--- config.mk ---
export PLATFORM = sky130hd
export DESIGN_NAME = sample_sequencer
export DESIGN_NICKNAME = d
export VERILOG_FILES = /design/src/rtl/sample_sequencer.sv
export SDC_FILE = /design/constraint.sdc
export NUM_CORES = 1
export LEC_CHECK = 0
export BUFFER_PORTS_ARGS = -buffer_cell sky130_fd_sc_hd__clkbuf_2
export CORE_MARGIN = 2
export CORE_UTILIZATION = 50
export CTS_BUF_LIST = sky130_fd_sc_hd__clkbuf_16
export DETAILED_ROUTE_END_ITERATION = 6
export PLACE_DENSITY = 0.79
export SLEW_MARGIN = 20
export SYNTH_ARGS = -nofsm -noshare
export SYNTH_HDL_FRONTEND = slang
export SYNTH_SLANG_ARGS = --single-unit
--- constraint.sdc ---
create_clock -name clk -period 2.6 [get_ports clk]
set_clock_uncertainty 0.1 [all_clocks]
set_input_delay 0.78 -clock clk [delete_from_list [all_inputs] [get_ports clk]]
set_output_delay 0.78 -clock clk [all_outputs]
set_load 0.005 [all_outputs]
--- src/rtl/sample_sequencer.sv ---
// Sample sequencer: latches ADC samples, launches the IIR filter, collects its
// result and hands it to the PWM duty register at the next period boundary.
module sample_sequencer #(
    parameter int unsigned N       = 10,
    parameter int unsigned TIMEOUT = 64,
    parameter int unsigned OVR_W   = 8
) (
    input  logic             clk,
    input  logic             reset,
    input  logic [N-1:0]     adc_data,
    input  logic             adc_valid,
    output logic [N-1:0]     x_n,
    output logic [N-1:0]     x_n1,
    output logic [N-1:0]     y_n1,
    output logic             filt_start,
    input  logic             filt_done,
    input  logic [N-1:0]     filt_y,
    input  logic             pwm_period_end,
    output logic [N-1:0]     duty_val,
    output logic             busy,
    output logic             overrun,
    output logic [OVR_W-1:0] overrun_cnt,
    output logic             timeout_err
);

    localparam int unsigned    CW   = (TIMEOUT > 1) ? $clog2(TIMEOUT) : 1;
    localparam logic [N-1:0]   MID  = {1'b1, {(N-1){1'b0}}};
    localparam logic [CW-1:0]  LAST = CW'(TIMEOUT - 1);

    typedef enum logic [1:0] {
        IDLE,
        LAUNCH,
        WAIT
    } state_t;

    state_t        state;
    logic [CW-1:0] wait_cnt;
    logic [N-1:0]  pend;
    logic          pend_v;
    logic          result_take;
    logic          sample_drop;

    // Decoded from the current state, so a strobe on the WAIT exit edge is
    // still treated as arriving while busy.
    always_comb begin
        result_take = 1'b0;
        sample_drop = 1'b0;
        if (state == WAIT && filt_done)
            result_take = 1'b1;
        if (state != IDLE && adc_valid)
            sample_drop = 1'b1;
    end

    always_ff @(posedge clk) begin
        if (reset) begin
            state       <= IDLE;
            busy        <= 1'b0;
            filt_start  <= 1'b0;
            wait_cnt    <= '0;
            x_n         <= MID;
            x_n1        <= MID;
            y_n1        <= MID;
            timeout_err <= 1'b0;
        end else begin
            filt_start <= 1'b0;
            case (state)
                IDLE: begin
                    if (adc_valid) begin
                        x_n        <= adc_data;
                        x_n1       <= x_n;
                        state      <= LAUNCH;
                        busy       <= 1'b1;
                        filt_start <= 1'b1;
                    end
                end
                LAUNCH: begin
                    state    <= WAIT;
                    wait_cnt <= '0;
                end
                WAIT: begin
                    if (filt_done) begin
                        y_n1  <= filt_y;
                        state <= IDLE;
                        busy  <= 1'b0;
                    end else if (wait_cnt == LAST) begin
                        timeout_err <= 1'b1;
                        state       <= IDLE;
                        busy        <= 1'b0;
                    end else begin
                        wait_cnt <= wait_cnt + 1'b1;
                    end
                end
                default: begin
                    state <= IDLE;
                    busy  <= 1'b0;
                end
            endcase
        end
    end

    always_ff @(posedge clk) begin
        if (reset) begin
            overrun     <= 1'b0;
            overrun_cnt <= '0;
        end else if (sample_drop) begin
            overrun <= 1'b1;
            if (overrun_cnt != '1)
                overrun_cnt <= overrun_cnt + 1'b1;
        end
    end

    // A result coinciding with the period boundary bypasses the pending slot.
    always_ff @(posedge clk) begin
        if (reset) begin
            pend     <= MID;
            pend_v   <= 1'b0;
            duty_val <= MID;
        end else if (result_take) begin
            pend <= filt_y;
            if (pwm_period_end) begin
                duty_val <= filt_y;
                pend_v   <= 1'b0;
            end else begin
                pend_v <= 1'b1;
            end
        end else if (pwm_period_end && pend_v) begin
            duty_val <= pend;
            pend_v   <= 1'b0;
        end
    end

endmodule

==> impl_summary.log <==
[metrics] wirelength, routed: 4960 microns
[metrics] number of instances on the worst hold path: 2
[metrics] nature of the critical path endpoint: flip-flop
[metrics] number of input and output port buffers inserted: 76
[metrics] worst r2r path cells: 5
[metrics] remaining max-slew budget at the tightest pin: 70.0%
[metrics] Area growth, synth to finish: 29.0%
[metrics] sum of internal, switching and leakage power: 2.13 mW
[metrics] setup total negative slack: 0 ps
[metrics] top cell type by total area after synthesis: dfxtp_1
[metrics] switching power total: 475 uW
[metrics] number of clock buffers inserted by TritonCTS: 9
[metrics] synthesized instance count: 257
[metrics] vias in the first global route: 1840
[metrics] number of H-tree levels: 3
[metrics] VDD IR max: 0.397 mV
[metrics] sequential fraction of design power: 46.5%
[metrics] setup repair after global routing missed its margin: false
[metrics] clock latency at the later pin of the worst-skew pair: 310 ps
[metrics] Post-DRT Antenna Nets: 0
[metrics] end point of the worst hold path: x_n1[0]
[metrics] EDFF count, synth: 0
[metrics] final setup violation count: 0
[metrics] height of the die: 72.2 microns
[metrics] TritonRoute pass-1 iters: 4
[metrics] largest cells by area after synthesis: dfxtp_1 (52%), nand2_1 (7.3%), nor2_1 (5.6%)
[metrics] DRC violation count after routing: 0
[metrics] post-CTS setup-driven buffer insertion count: 0
[metrics] startpoint class of the critical path: primary input
[metrics] clock slew at the register clock pins of the worst setup and hold paths: 50 ps
[metrics] arrival time worst endpoint: 1910 ps
[metrics] actual transition at the worst max-transition pin: 450 ps
[metrics] die area: 5220 sq um
[metrics] cell area after technology mapping: 2330 sq um
[metrics] aggregate global routing overflow: 0
[metrics] routed vias: 2029
[metrics] Site Rows: 24
[metrics] area share of the largest cell type after synthesis: 52.5%
[metrics] number of antenna violations at the first check in global routing: 0
[metrics] final estimated routing congestion in global placement: 0.774
[metrics] CP Max Fanout: 8
[metrics] Clock Sinks: 61
[metrics] Syn Nets: 284
[metrics] Post-synth top flop: dfxtp_1
[metrics] clock tree from TritonCTS: built
[metrics] count of boundary I/O pins: 77
[metrics] FF-to-FF Start: state[1]
[metrics] Critical Setup Path Class: in2reg
[metrics] worst reg-to-reg setup slack: 880 ps
[metrics] number of cells upsized or downsized after cts: 0
[metrics] hold path startpoint: x_n1[0]
[metrics] P_leak: 1.30 nW
[metrics] share of cells above drive strength 1: 29.9%
[metrics] most repeated cell in the gate-level netlist after synthesis: dfxtp_1
[metrics] post-synthesis sequential element count: 61
[metrics] Chip Width: 72.2 microns
[metrics] Core Box Area: 4410 sq um
[metrics] critical path required time: 2690 ps
[metrics] time the final worst path needs with I/O delays and setup: 1820 ps
[metrics] count of final hold-check violations: 0
[metrics] mean routed wirelength per cell: 12.6 microns
[metrics] status: finished clean
[metrics] Iter 0 DRT Violations: 88
[metrics] distinct cell type count after synthesis: 37
[metrics] buffer levels on the longest clock path: 2
[metrics] Detail Placement HPWL: 3410 microns
[metrics] ratio of final minimum period to clock period: 69.9%
[metrics] effective utilization at floorplan: 52.7%
[metrics] Mapped Avg Cell Area: 9.06 sq um
[metrics] Max Freq: 550 MHz
[metrics] number of nets in the finished design: 363
[metrics] Critical R2R Capture: duty_val[9]
[metrics] count of final max-slew check failures: 0
[metrics] share of flip-flops with an asynchronous set or reset after synthesis: 0%
[metrics] part of the Yosys area used for sequential elements: 52.5%
[metrics] number of buffers added to fix hold violations after cts: 0
[metrics] max-cap check violation count: 0
[metrics] internal power summed over all cells: 1.66 mW
[metrics] number of warnings reported in the yosys synthesis log: 0
[metrics] Clk pwr share: 46.3%
[metrics] root buffer cell: clkbuf_16
[metrics] antenna cells: 0
[metrics] pwr/cell area: 710 nW/um^2
[metrics] proportion of total power due to net switching: 22.3%
[metrics] pin count of the biggest net entering global routing: 23
[metrics] Hold WC Path Type: reg2reg
[metrics] Global Route Usage Sum: 19.6%
[metrics] global-route wire length before repair: 7990 microns
[metrics] most frequent cells after synthesis: dfxtp_1 (61), nand2_1 (45), nor2_1 (35), a21oi_1 (24), mux2i_1 (12)
[metrics] average via count per standard cell: 5.16
[metrics] relative contribution of combinational cells to total power: 7.2%
## critical path, stage by stage
cell and delay (ps):
clkbuf_2 120, and3b_1 290, buf_4 240, mux2i_1 260, and2_4 170, o21ai_2 50
## cell usage in the layout, fill, tap and decap left out, types with 2 or more instances in the layout
| cell | synthesis | routed |
|---|---|---|
| o211ai_1 | 4 | 4 |
| ha_1 | 2 | 2 |
| a211oi_1 | 6 | 6 |
| o21ai_0 | 2 | 2 |
| buf_4 | 1 | 6 |
| nor2_1 | 35 | 35 |
| nand2b_1 | 2 | 2 |
| clkbuf_2 | 0 | 76 |
| a211oi_2 | 4 | 4 |
| o21ai_2 | 2 | 2 |
| nor3_1 | 3 | 3 |
| o2111ai_1 | 2 | 2 |
| nand4_1 | 3 | 3 |
| clkinv_1 | 0 | 2 |
| mux2i_1 | 12 | 12 |
| dfxtp_1 | 61 | 61 |
| nand2_1 | 45 | 45 |
| o21a_1 | 5 | 5 |
| nand3_1 | 8 | 8 |
| nor3b_2 | 1 | 2 |
| clkbuf_16 | 0 | 9 |
| inv_1 | 2 | 6 |
| and3_1 | 3 | 3 |
| xor2_1 | 5 | 5 |
| a21oi_1 | 24 | 24 |
## flip-flops by register name, summed over array words and instances, names as in the netlist
name,flops
x_n1,10
overrun_cnt,8
busy,1
duty_val,10
x_n,10
y_n1,9
state,2
pend,1
filt_start,1
pend_v,1
wait_cnt,6
timeout_err,1
overrun,1
## logic make-up (layout without fill, tap and decap cells)
logic type / count (synthesis) / in the layout / synth area share, %
buf+inv: 16 / 100 / 3.44
fa+ha+maj: 2 / 2 / 1.08
compound gates: 54 / 54 / 15.8
mux: 12 / 12 / 5.16
xor+xnor: 5 / 5 / 1.88
simple gates: 107 / 107 / 20.2
flops: 61 / 61 / 52.5
## metrics by stage
stage	cell area, sq um	std cells	hold slack [ps]	utilization (%)	setup WS, ps
after floorplan	2330	257	353	-	813
final	3000	393	351	68.0	783
after global routing	3000	393	374	68.0	675
after global placement	2750	377	341	62.3	491
after detailed placement	2750	377	347	62.3	454
after CTS	3000	393	354	68.0	780
## worst max path at each step
stage | end | slack (ps) | startpoint
finish | duty_val[9] | 780 | filt_done
global route | duty_val[9] | 680 | filt_done
CTS | duty_val[9] | 780 | filt_done
detailed placement | duty_val[9] | 450 | filt_done
global placement | duty_val[9] | 490 | filt_done
floorplan | wait_cnt[4] | 810 | filt_done
## power groups by stage
stage	Combinational [mW]	Sequential [mW]	Clock, mW
3_5_place_dp	0.155	1.01	0
4_1_cts	0.156	0.991	1.01
3_3_place_gp	0.152	1.01	0
6_report	0.153	0.991	0.986
5_1_grt	0.173	0.994	1.04
2_1_floorplan	0.0845	1.01	0
## area by class of cell
cell class | count | area [sq um]
inverter | 2 | 7.51
clock buffer | 9 | 225
clock inverter | 7 | 27.5
fill | 366 | 1410
timing repair buffer | 82 | 425
multi-input combinational | 180 | 1030
sequential | 61 | 1220
tap | 52 | 65.1
## per-layer routing
metal | vias up | global-route usage (%) | wire length (microns)
met1 | 920 | 24.0 | 2220
met4 | 0 | 12.4 | 126
li1 | 1044 | - | -
met2 | 53 | 30.9 | 2410
met3 | 12 | 4.86 | 205
met5 | - | 0 | 0
Note: power is estimated with default switching activity, not from simulation.
